===== config.mk =====
export PLATFORM = sky130hd
export DESIGN_NAME = scl_rep_in
export DESIGN_NICKNAME = d
export VERILOG_FILES = /design/src/rtl/scl_rep_in.sv
export SDC_FILE = /design/constraint.sdc
export NUM_CORES = 1
export LEC_CHECK = 0
export BUFFER_PORTS_ARGS = -buffer_cell sky130_fd_sc_hd__buf_4
export CORE_ASPECT_RATIO = 2
export CORE_UTILIZATION = 40
export DETAILED_ROUTE_END_ITERATION = 16
export GPL_TIMING_DRIVEN = 0
export HOLD_SLACK_MARGIN = 0.03
export PLACE_DENSITY = 0.68
export SLEW_MARGIN = 0
export SYNTH_ARGS = -nofsm -noshare
export SYNTH_HDL_FRONTEND = slang
export SYNTH_SLANG_ARGS = --single-unit

===== constraint.sdc =====
create_clock -name clk -period 5.2 [get_ports clk]
set_input_delay 1.04 -clock clk [delete_from_list [all_inputs] [get_ports clk]]
set_output_delay 1.04 -clock clk [all_outputs]
set_load 0.1 [all_outputs]

===== src/rtl/scl_rep_in.sv =====
// Input-side pixel replicator: buffers a sparse pixel stream in a small FIFO and re-emits each pixel R = 1/2/4 times.
// Optional SCL_REP_OVF_CNT_EN adds scl_o_ovf_cnt, a saturating count of pixels dropped on a full FIFO.
module scl_rep_in #(
    parameter int DW = 24,
    parameter int AW = 3
) (
    input  logic          clk,
    input  logic          rst,
    input  logic          scl_i_data_en,
    input  logic [DW-1:0] scl_i_data,
    input  logic          scl_cfg_mode,
    input  logic          scl_cfg_rsz,
    output logic          scl_o_data_en,
    output logic [DW-1:0] scl_o_data,
    output logic          scl_o_ovf,
`ifdef SCL_REP_OVF_CNT_EN
    output logic [7:0]    scl_o_ovf_cnt,
`endif
    output logic          scl_o_busy
);

    localparam int DEPTH = 2 ** AW;
    localparam logic [AW:0]   CNT_FULL = {1'b1, {AW{1'b0}}};
    localparam logic [AW:0]   CNT_ONE  = (AW + 1)'(1);
    localparam logic [AW-1:0] PTR_ONE  = AW'(1);

    typedef enum logic {
        ST_IDLE = 1'b0,
        ST_REP  = 1'b1
    } state_e;

    typedef struct packed {
        logic mode;
        logic rsz;
    } cfg_t;

    // Storage and pointers
    logic [DW-1:0] mem_q [DEPTH];
    logic [AW-1:0] wr_ptr_q, wr_ptr_d;
    logic [AW-1:0] rd_ptr_q, rd_ptr_d;
    logic [AW:0]   count_q, count_d;

    // Replication control
    state_e        state_q, state_d;
    logic [1:0]    cnt_q, cnt_d;
    cfg_t          cfg_q, cfg_d;
    logic [1:0]    rep_m1;

    // Output registers
    logic [DW-1:0] data_q, data_d;
    logic          en_q, en_d;
    logic          ovf_q, ovf_d;
    logic          busy_q, busy_d;

    logic          fifo_empty;
    logic          fifo_full;
    logic          pop;
    logic          wr_acc;
    logic          drop;

    assign fifo_empty = (count_q == '0);
    assign fifo_full  = (count_q == CNT_FULL);

    // Replication factor minus one, taken from the latched configuration only.
    assign rep_m1 = !cfg_q.mode ? 2'd0 : (cfg_q.rsz ? 2'd3 : 2'd1);

    // NOTE: every signal driven here gets a default first so no latch is inferred on any path.
    always_comb begin
        state_d = state_q;
        cnt_d   = cnt_q;
        en_d    = en_q;
        pop     = 1'b0;
        unique case (state_q)
            ST_IDLE: begin
                if (!fifo_empty) begin
                    pop     = 1'b1;
                    en_d    = 1'b1;
                    cnt_d   = rep_m1;
                    state_d = ST_REP;
                end else begin
                    en_d = 1'b0;
                end
            end
            ST_REP: begin
                if (cnt_q != 2'd0) begin
                    cnt_d = cnt_q - 2'd1;
                    en_d  = 1'b1;
                end else if (!fifo_empty) begin
                    // Back-to-back pop keeps the output enable continuous.
                    pop   = 1'b1;
                    cnt_d = rep_m1;
                    en_d  = 1'b1;
                end else begin
                    en_d    = 1'b0;
                    state_d = ST_IDLE;
                end
            end
            default: begin
                state_d = ST_IDLE;
                en_d    = 1'b0;
            end
        endcase
    end

    // A pop in the same cycle frees the slot, so a write into a full FIFO still lands.
    assign wr_acc = scl_i_data_en && (!fifo_full || pop);
    assign drop   = scl_i_data_en && fifo_full && !pop;

    always_comb begin
        wr_ptr_d = wr_ptr_q;
        rd_ptr_d = rd_ptr_q;
        count_d  = count_q;
        data_d   = data_q;
        if (wr_acc) begin
            wr_ptr_d = wr_ptr_q + PTR_ONE;
        end
        if (pop) begin
            rd_ptr_d = rd_ptr_q + PTR_ONE;
            data_d   = mem_q[rd_ptr_q];
        end
        unique case ({wr_acc, pop})
            2'b10:   count_d = count_q + CNT_ONE;
            2'b01:   count_d = count_q - CNT_ONE;
            default: count_d = count_q;
        endcase
    end

    always_comb begin
        cfg_d = cfg_q;
        if ((state_q == ST_IDLE) && fifo_empty) begin
            cfg_d = '{mode: scl_cfg_mode, rsz: scl_cfg_rsz};
        end
        ovf_d  = ovf_q | drop;
        busy_d = (state_d != ST_IDLE) || (count_d != '0);
    end

    // NOTE: sequential state uses non-blocking assignments so every register samples pre-edge values.
    always_ff @(posedge clk or negedge rst) begin
        if (!rst) begin
            wr_ptr_q <= '0;
            rd_ptr_q <= '0;
            count_q  <= '0;
            state_q  <= ST_IDLE;
            cnt_q    <= 2'd0;
            cfg_q    <= '0;
            data_q   <= '0;
            en_q     <= 1'b0;
            ovf_q    <= 1'b0;
            busy_q   <= 1'b0;
        end else begin
            wr_ptr_q <= wr_ptr_d;
            rd_ptr_q <= rd_ptr_d;
            count_q  <= count_d;
            state_q  <= state_d;
            cnt_q    <= cnt_d;
            cfg_q    <= cfg_d;
            data_q   <= data_d;
            en_q     <= en_d;
            ovf_q    <= ovf_d;
            busy_q   <= busy_d;
        end
    end

    // NOTE: the storage array has no reset; reset clears the pointers, which makes its contents unreachable.
    always_ff @(posedge clk) begin
        if (wr_acc) begin
            mem_q[wr_ptr_q] <= scl_i_data;
        end
    end

`ifdef SCL_REP_OVF_CNT_EN
    logic [7:0] ovf_cnt_q;

    always_ff @(posedge clk or negedge rst) begin
        if (!rst) begin
            ovf_cnt_q <= 8'd0;
        end else if (drop && (ovf_cnt_q != 8'hFF)) begin
            ovf_cnt_q <= ovf_cnt_q + 8'd1;
        end
    end

    assign scl_o_ovf_cnt = ovf_cnt_q;
`endif

    assign scl_o_data_en = en_q;
    assign scl_o_data    = data_q;
    assign scl_o_ovf     = ovf_q;
    assign scl_o_busy    = busy_q;

endmodule


## After elaboration in Yosys (flattened, before gate mapping)

Memories as Yosys holds them, arrays and structs flattened. A register that Yosys moved wholly into a read port is not among the register bits.
Index checks and enable logic that the tools add are counted.

- Bits in registers: 17
- Latch bits: 0
- RAM bits: 192
- Memory bits (read-only): 0
- Input bits: 29
- Output and inout bits: 27
- Word-level logic and storage cells: 45
- Memories kept: 1

- $add $sub $neg: 5
- $mul: 0
- Divide/modulo/power cells: 0
- Magnitude comparators: 0
- Equal/unequal tests: 3
- Shift operators: 0
- Mux-type cells: 13
- Bitwise operators: 2
- Reductions and logical operators: 12

Memory list:

| memory | depth | bits a word | read ports | clocked after Yosys merged registers in | write ports | line | source |
|---|---|---|---|---|---|---|---|
| mem_q | 8 | 24 | 1 | 1 | 1 | 38 | `logic [DW-1:0] mem_q [DEPTH];` |

Operator list:

| kind | number |
|---|---|
| $mux W2 | 4 |
| $pmux W4 S2 | 1 |
| $add A3 B1 Y3 const B | 2 |
| $mux W1 | 5 |
| $add A4 B1 Y4 const B | 1 |
| $eq A4 B4 Y1 const B | 1 |
| $logic_and A1 B1 Y1 | 4 |
| $logic_not A4 Y1 | 1 |
| $pmux W1 S2 | 2 |
| $pmux W2 S2 | 1 |
| $reduce_bool A4 Y1 | 1 |
| $sub A4 B1 Y4 const B | 1 |
| $logic_not A1 Y1 | 3 |
| $eq A2 B1 Y1 const B | 1 |
| $eq A2 B2 Y1 const B | 1 |
| $logic_or A1 B1 Y1 | 2 |
| $reduce_bool A2 Y1 | 1 |
| $sub A2 B1 Y2 const B | 1 |
| $not A1 Y1 | 1 |
| $or A1 B1 Y1 | 1 |

## Logic depth before layout (Yosys ltp)

Gate-level depths: netlist of the first run.

- Word-level depth: 10
- Mapped depth: 8
- Depth with buffers taken out: 7

## Worst setup path before layout of the first run

No wires, ideal clock.

- Kind: input to register
- Start: input port scl_i_data_en
- End: memory mem_q[0][0], enable pin
- Setup time: 0.466 ns
- Arrival: 3.798 ns
- Required time: 4.734 ns
- Setup slack: 0.936 ns
- Stages: 3
- Path buffers: 1
- Cell sequence: clkbuf_1 nand2_1 nor4_1

- Longest elaborated chain between the ends: 3

RTL lines:

| element | line | source |
|---|---|---|
| start: declaration | 9 | `input logic scl_i_data_en,` |
| $logic_and A1 B1 Y1 | 106 | `assign wr_acc = scl_i_data_en && (!fifo_full \|\| pop);` |
| $mux W1 | 166 | `if (wr_acc) begin` |
| $mux W1 (implied by the code) | 167 | `mem_q[wr_ptr_q] <= scl_i_data;` |
| end: declaration | 38 |  |

Every way passes these cells.

## Worst setup path after layout of the first run

- Start: input port scl_i_data_en
- End: memory mem_q[7][14], enable pin

Same word-level chain as after synthesis.

==> reports/qor.txt, run 1 <==
RUN STATUS
--------------------------------------------------------------------------------
Outcome ........................................................... finished, final reports clean

CLOCK TREE
--------------------------------------------------------------------------------
Clock root buffer master ..........................................    clkbuf_16
Buffers inserted during post-CTS setup optimization ...............            0
Clock-pin slew on the worst setup and hold paths ..................      0.07 ns
Resize count post-CTS .............................................            0
Worst-skew pair later-pin latency .................................      0.50 ns
Clock tree from TritonCTS .........................................          yes
CTS hold repair buffers ...........................................            0
Clock Sink Count ..................................................          233
TritonCTS Buffers .................................................           20
H-tree level count ................................................            1
Maximum number of buffers from clock root to sink .................            3

LOGIC SYNTHESIS
--------------------------------------------------------------------------------
Post-synth top flop ...............................................     edfxtp_1
Sequential-to-total area share from yosys stat ....................       0.7608
Net Count, Synth ..................................................          477
Number of storage elements in the synthesis netlist ...............          233
Mean area per synthesized cell ....................................   20.06 um^2
Count of different cell masters after synthesis ...................           36
Cell count after synthesis ........................................          445
Cell accounting for the most synthesized area .....................     edfxtp_1
Cells taking the most area after synthesis ........................ edfxtp_1 65%, mux4_2 12%, dfrtp_1 11%, mux2i_1 3.0%, a21oi_1 1.7%
Yosys warning count ...............................................            0
Synth Cell Area ...................................................    8927 um^2
Top-area cell type share of the netlist area ......................       0.6458
Async set or reset register ratio after synthesis .................       0.1760
Number of synthesized flops with an enable pin ....................          192

STA
--------------------------------------------------------------------------------
Number of hold-slack violations in the final timing report ........            0
Final Cycle Share .................................................       0.5832
Max-slew violation count ..........................................            0
Measured slew at the worst slew-check pin .........................    0.9698 ns
Setup-failing EPs final ...........................................            0
Slew Limit Headroom ...............................................       0.3500
Post-layout worst setup margin ....................................     2.168 ns
Unrepaired setup endpoints after global routing ...................           no
Clk_skew ..........................................................   0.01057 ns
Time the worst path needs with I/O delays and setup ...............     3.032 ns
Worst Hold Margin .................................................    0.4860 ns
Fmax achieved .....................................................   0.3298 GHz

PWR
--------------------------------------------------------------------------------
Combinational group share of total power ..........................        0.400
Power density relative to cell area ............................... 647.0 nW/um^2
Total internal power ..............................................      4194 uW
Switching Power ...................................................      2631 uW
Leakage power summed over all cells ...............................  0.003661 uW
Peak VDD IR .......................................................    0.3548 mV
Part of the total power dissipated in sequential elements .........        0.381
Portion of total power attributed to the clock network ............        0.219
Net Sw Frac .......................................................       0.3855

LAYOUT
--------------------------------------------------------------------------------
Number of inserted filler cells in the final layout ...............         1798
Multi-input combinational cell area ...............................    2056 um^2
Number of antenna diodes ..........................................            0
Post-layout net count .............................................          568
Layout cell share with drive strength beyond 1 ....................       0.3218
Synthesis-to-layout area growth ...................................       18.16%
Flip-flop and latch area ..........................................    6792 um^2
Fraction of the core area covered by cells at the end of the flow .       0.4802

GLOBAL ROUTE
--------------------------------------------------------------------------------
Overall track demand over capacity in global routing ..............       0.1704
Global-route congestion overflow total ............................            0
Vias in the first global route ....................................         4784
Number of antenna violations at the first check in global routing .            0
Global-route wire length before repair ............................     28230 um
Largest net degree at the start of global routing .................           42

CRITICAL PATH
--------------------------------------------------------------------------------
Largest stage delay on the critical path ..........................      0.81 ns
CP top delay family ............................................... simple AND/OR/NAND/NOR gates
Reg2Reg Depth .....................................................            5
Crit Path Class ................................................... input pin to flip-flop
List of cells traversed by the critical path ...................... buf_4 > clkbuf_1 > inv_1 > a31oi_1 > nand2_1 > nor2_4
Setup slack of the worst register-to-register path ................      2.46 ns
Worst endpoint required time ......................................      5.32 ns
Critical path depth ...............................................            6
Critical Path Source Type .........................................    input pin
Worst path buffer plus inverter count .............................            3
Arr. time, crit path ..............................................      3.16 ns
Critical Path Sink Type ...........................................    flip-flop
Crit Path Max Fanout ..............................................           24
Cell with the largest stage delay on the worst path ...............       nor2_4

FLOORPLAN
--------------------------------------------------------------------------------
Die area ..........................................................   22960 um^2
Core Area .........................................................   21970 um^2
Starting density of the core ......................................       0.4064
Die height ........................................................     213.3 um
Number of core rows ...............................................           77
I/O pin cnt .......................................................           56
Die Width .........................................................     107.6 um

DRT
--------------------------------------------------------------------------------
Total Routed Length ...............................................     18540 um
Final routed DRC violation total ..................................            0
Total via count after detailed routing ............................         4424
Number of DRC violations after detailed-routing iteration 0 .......          277
Count of TritonRoute iterations in the first routing pass .........            4
Remaining antenna violation count .................................            0
Detail-routed net length per standard cell ........................     22.45 um
Vias per cell .....................................................        5.356

PLACED DESIGN
--------------------------------------------------------------------------------
Sum of net half-perimeters after detailed placement ...............     12290 um
Count of input and output buffers .................................           55
Placer congestion estimate ........................................       0.7809
Worst setup slack after placement .................................     1.622 ns

HOLD PATH
--------------------------------------------------------------------------------
Number of cells on the worst hold path ............................            1
Tightest Hold Check Type .......................................... flip-flop to flip-flop

RUN
--------------------------------------------------------------------------------
Count of max-cap constraint violations ............................            0

-- worst reg2reg max path, stage by stage (launching register included) --
cell,delay [ns]
dfrtp_1,0.43
o21a_1,0.20
buf_2,0.17
a31oi_1,0.42
nand2_1,0.33
nor2_4,0.81
-- cell usage in the layout, fill, tap and decap left out, types with 7 or more instances in the layout --
master,count
mux2i_1,27
clkbuf_1,9
mux4_2,48
dfrtp_1,41
buf_4,64
clkbuf_16,21
buf_2,7
buf_6,9
a21oi_1,30
nand2_1,9
edfxtp_1,192
nor2_1,28
-- cell usage after synthesis (2+ instances only) --
| cell | instances |
|---|---|
| mux2i_1 | 27 |
| nand2_1 | 9 |
| edfxtp_1 | 192 |
| ha_1 | 3 |
| mux4_2 | 48 |
| nor2_1 | 31 |
| nand3_1 | 3 |
| nand2b_1 | 2 |
| xor2_1 | 3 |
| o21bai_1 | 2 |
| clkbuf_1 | 6 |
| a21oi_1 | 30 |
| buf_2 | 7 |
| buf_4 | 5 |
| dfrtp_1 | 41 |
| xnor2_1 | 4 |
| nor3_1 | 7 |
| o21ai_0 | 2 |
| buf_6 | 2 |
| buf_1 | 2 |
| mux2_2 | 4 |
-- per-layer routing --
metal	vias up	wire length (um)	track usage
met3	27	551	0.02076
met1	2348	6864	0.1928
met4	0	519	0.07180
met2	84	10610	0.3176
li1	1965	-	-
met5	-	0	0
-- cells by family after synthesis --
group,Yosys count,share of synthesized area
DFF,233,0.7608
muxes,79,0.1564
and+or+nand+nor,60,0.03224
AOI/OAI and AO/OA,40,0.02509
buffers and inverters,23,0.01444
xor gates and xnor gates,7,0.006868
adders and majority gates,3,0.004205
-- area by class of cell --
cell class,count,share of cell area
inverter,1,0.0003558
sequential,233,0.6438
tap,276,0.03274
multi-input combinational,189,0.1949
buffer,22,0.01186
clock buffer,28,0.05610
clock inverter,8,0.006524
timing repair buffer,69,0.05373
-- registers in the layout, indices dropped and copies added, names as in the netlist --
name and count:
mem_q 192, scl_o_data_en 1, scl_o_ovf 1, wr_ptr_q 3
scl_o_busy 1, cnt_q 2, count_q 4, cfg_q 2
scl_o_data 24, rd_ptr_q 3
-- through the flow --
stage	TNS, ns	area (um^2)	power [uW]	instances
floorplan	0	8927	4606	445
global placement	-78.62	9686	5249	776
detailed placement	0	9888	5396	790
CTS	0	10550	6896	826
global route	0	10550	7115	826
finish	0	10550	6825	826
-- path summary, 6_finish.rpt --
path,to,start
worst max-delay path,mem_q[7][14],scl_i_data_en
worst min-delay path,scl_o_ovf,scl_o_ovf
worst max register to register,mem_q[7][14],cnt_q[1]
worst min register to register,scl_o_ovf,scl_o_ovf
max in group asynchronous,scl_o_data[23],rst
min in group asynchronous,scl_o_data[16],rst
-- power groups by stage --
| stage | Sequential [uW] | Combinational (uW) | Clock, uW |
|---|---|---|---|
| global route | 2640 | 2890 | 1590 |
| CTS | 2600 | 2770 | 1530 |
| floorplan | 3310 | 1300 | 0 |
| finish | 2600 | 2730 | 1500 |
| detailed placement | 2640 | 2760 | 0 |
| global placement | 2620 | 2620 | 0 |
No activity file was read; power rests on OpenSTA's default activity.
==> inputs of run 2 (changes only) <==
- clock period: 5.2 -> 2.93 ns (I/O delays scaled with it)
==> reports/qor.txt, run 2 (synthesized netlist as in run 1, its figures left out) <==
RUN STATUS
--------------------------------------------------------------------------------
Outcome ........................................................... finished, final reports clean

DRT
--------------------------------------------------------------------------------
Top metal layer carrying routed signals ...........................         met4
Met1 WL ...........................................................      6765 um   -1.4%
Remaining antenna violation count .................................            0   unchanged
Total Routed Length ...............................................     18320 um   -1.2%
Count of TritonRoute iterations in the first routing pass .........            4   unchanged
Met2 wire len .....................................................     10120 um   -4.6%
Final routed DRC violation total ..................................            0   unchanged
Total via count after detailed routing ............................         4469   +1.0%
Detail-routed net length per standard cell ........................     22.23 um   -0.97%
Routed wl met3 ....................................................       714 um   +30%
Vias per cell .....................................................        5.424   +1.3%
Number of DRC violations after detailed-routing iteration 0 .......          299   +7.9%

PWR
--------------------------------------------------------------------------------
Portion of total power attributed to the clock network ............        0.220   about the same
Net Sw Frac .......................................................       0.3824   -0.003038
Combinational group share of total power ..........................        0.398   -0.002
Total internal power ..............................................      7480 uW   +78%
Leakage power summed over all cells ...............................  0.003656 uW   -0.16%
Part of the total power dissipated in sequential elements .........        0.381   about the same
Switching Power ...................................................      4632 uW   +76%
Power density relative to cell area ............................... 1148 nW/um^2   +77%
Post-route total power ............................................     12110 uW   +77%
Peak VDD IR .......................................................    0.5989 mV   +69%

CRITICAL PATH
--------------------------------------------------------------------------------
Arr. time, crit path ..............................................      2.89 ns   -0.27 ns
Reg-to-Reg End .................................................... mem_q[7][14]
Crit Path Class ................................................... flip-flop to flip-flop
Critical Path Sink Type ...........................................    flip-flop
Setup slack of the worst register-to-register path ................      0.16 ns   -2.30 ns
Critical Path Source Type .........................................    flip-flop
Crit Path Max Fanout ..............................................           24   unchanged
Reg2Reg Launch Point ..............................................     cnt_q[1]
Reg2Reg Depth .....................................................            5   unchanged
Worst endpoint required time ......................................      3.05 ns   -2.27 ns

STA
--------------------------------------------------------------------------------
Final Cycle Share .................................................       0.9464
Number of hold-slack violations in the final timing report ........            0   unchanged
Clk_skew ..........................................................  0.006864 ns   -0.003702 ns
Setup-failing EPs final ...........................................            0   unchanged
Time the worst path needs with I/O delays and setup ...............     2.773 ns
Post-layout worst setup margin ....................................    0.1572 ns   -2.010 ns
Fmax achieved .....................................................   0.3606 GHz
Slew Limit Headroom ...............................................       0.3577   +0.007739
Measured slew at the worst slew-check pin .........................    0.9612 ns   -0.008606 ns
Unrepaired setup endpoints after global routing ...................           no
Max-slew violation count ..........................................            0   unchanged

LAYOUT
--------------------------------------------------------------------------------
Fraction of the core area covered by cells at the end of the flow .       0.4803   about the same
Max FFs per register ..............................................          192   unchanged
Number of inserted filler cells in the final layout ...............         1796   -0.11%
Register containing the most flip-flops in the final layout .......        mem_q
Most common cell after layout, fill and taps aside ................     edfxtp_1
Commonest non-fill, non-tap cells in the layout ................... 192 x edfxtp_1, 62 x buf_4, 48 x mux4_2, 41 x dfrtp_1, 30 x a21oi_1
Flip-flop and latch area ..........................................    6792 um^2   unchanged
Layout cell share with drive strength beyond 1 ....................       0.3175   -0.004300
Synthesis-to-layout area growth ...................................       18.19%   about the same
Number of antenna diodes ..........................................            0   unchanged
Post-layout net count .............................................          566   -0.35%
Multi-input combinational cell area ...............................    2071 um^2   +0.73%

CLOCK TREE
--------------------------------------------------------------------------------
Maximum number of buffers from clock root to sink .................            3   unchanged
CTS hold repair buffers ...........................................            0   unchanged
H-tree level count ................................................            1   unchanged
Buffers inserted during post-CTS setup optimization ...............            0   unchanged
Clock tree from TritonCTS .........................................          yes
TritonCTS Buffers .................................................           20   unchanged
Resize count post-CTS .............................................            0   unchanged
Clock Sink Count ..................................................          233   unchanged
Clock root buffer master ..........................................    clkbuf_16
Worst-skew pair later-pin latency .................................      0.50 ns   about the same
Clock-pin slew on the worst setup and hold paths ..................      0.07 ns   about the same

PLACED DESIGN
--------------------------------------------------------------------------------
Placer congestion estimate ........................................       0.7948   +1.8%
Worst setup slack after placement .................................   -0.2248 ns   -1.847 ns
Count of input and output buffers .................................           55   unchanged
Sum of net half-perimeters after detailed placement ...............     11830 um   -3.7%

GLOBAL ROUTE
--------------------------------------------------------------------------------
Overall track demand over capacity in global routing ..............       0.1709   +0.0004808
Vias in the first global route ....................................         4815   +0.65%
Global-route wire length before repair ............................     28380 um   +0.54%
Global-route congestion overflow total ............................            0   unchanged
Number of antenna violations at the first check in global routing .            0   unchanged
Largest net degree at the start of global routing .................           42   unchanged

FLOORPLAN
--------------------------------------------------------------------------------
Die Width .........................................................     107.6 um   unchanged
Number of core rows ...............................................           77   unchanged
I/O pin cnt .......................................................           56   unchanged
Starting density of the core ......................................       0.4064   unchanged
Die area ..........................................................   22960 um^2   unchanged
Core Area .........................................................   21970 um^2   unchanged
Die height ........................................................     213.3 um   unchanged

RUN
--------------------------------------------------------------------------------
Count of max-cap constraint violations ............................            0   unchanged

HOLD PATH
--------------------------------------------------------------------------------
Tightest Hold Check Type .......................................... input pin to async pin

==> run 2: cell count changes in the layout (fill, tap and decap cells not counted), moves of 2 or more <==
cell / delta
buf_4: -2
clkinv_2: +2
clkbuf_1: +3
clkinv_1: -2
clkbuf_8: -2
==> run 2: per-stage QoR <==
stage / TNS (ns) / cell area, um^2 / hold slack, ns / cells
after floorplan: -49.83 / 8952 / 0.2904 / 445
after CTS: 0 / 10540 / 0.1172 / 822
after detailed placement: -13.49 / 9877 / 0.4688 / 786
final: 0 / 10550 / 0.08234 / 824
after global placement: -240.86 / 9711 / 0.4637 / 776
after global routing: 0 / 10550 / 0.1183 / 824
==> run 2: worst max-delay path by stage <==
stage / cells past startpoint / start / slack (ns) / end
after floorplan: 5 / scl_o_data_en / -0.62 / mem_q[2][0]
final: 5 / cnt_q[1] / 0.16 / mem_q[7][14]
after CTS: 6 / cnt_q[1] / 0.10 / mem_q[4][22]
after detailed placement: 7 / scl_i_data_en / -0.22 / mem_q[4][13]
after global placement: 4 / scl_i_data_en / -2.22 / mem_q[1][13]
after global routing: 5 / cnt_q[1] / 0.04 / mem_q[7][4]
==> run 2: power groups by stage <==
stage | Sequential (uW) | Combinational, uW | Clock (uW)
2_1_floorplan | 5880 | 2310 | 0
3_3_place_gp | 4660 | 4670 | 0
3_5_place_dp | 4690 | 4870 | 0
4_1_cts | 4630 | 4880 | 2730
5_1_grt | 4680 | 5140 | 2850
6_report | 4620 | 4820 | 2670
==> run 2: layout make-up <==
type                       instances  share of cell area
clock inverter                     7            0.007945
clock buffer                      29             0.05455
inverter                           1           0.0003557
multi-input combinational        189              0.1963
timing repair buffer              67             0.05265
sequential                       233              0.6437
buffer                            22             0.01186
tap                              276             0.03273
==> run 2: critical path, stage by stage, from the launching register on <==
cell and delay [ns]:
dfrtp_1 0.43, o21a_1 0.20, buf_2 0.17, a31oi_1 0.40
nand2_1 0.34, nor2_4 0.84
==> run 2: routing by layer <==
metal / track usage / vias to the layer above
met3: 0.02289 / 40
met4: 0.08786 / 0
li1: - / 1957
met2: 0.3055 / 113
met5: 0 / -
met1: 0.1972 / 2359
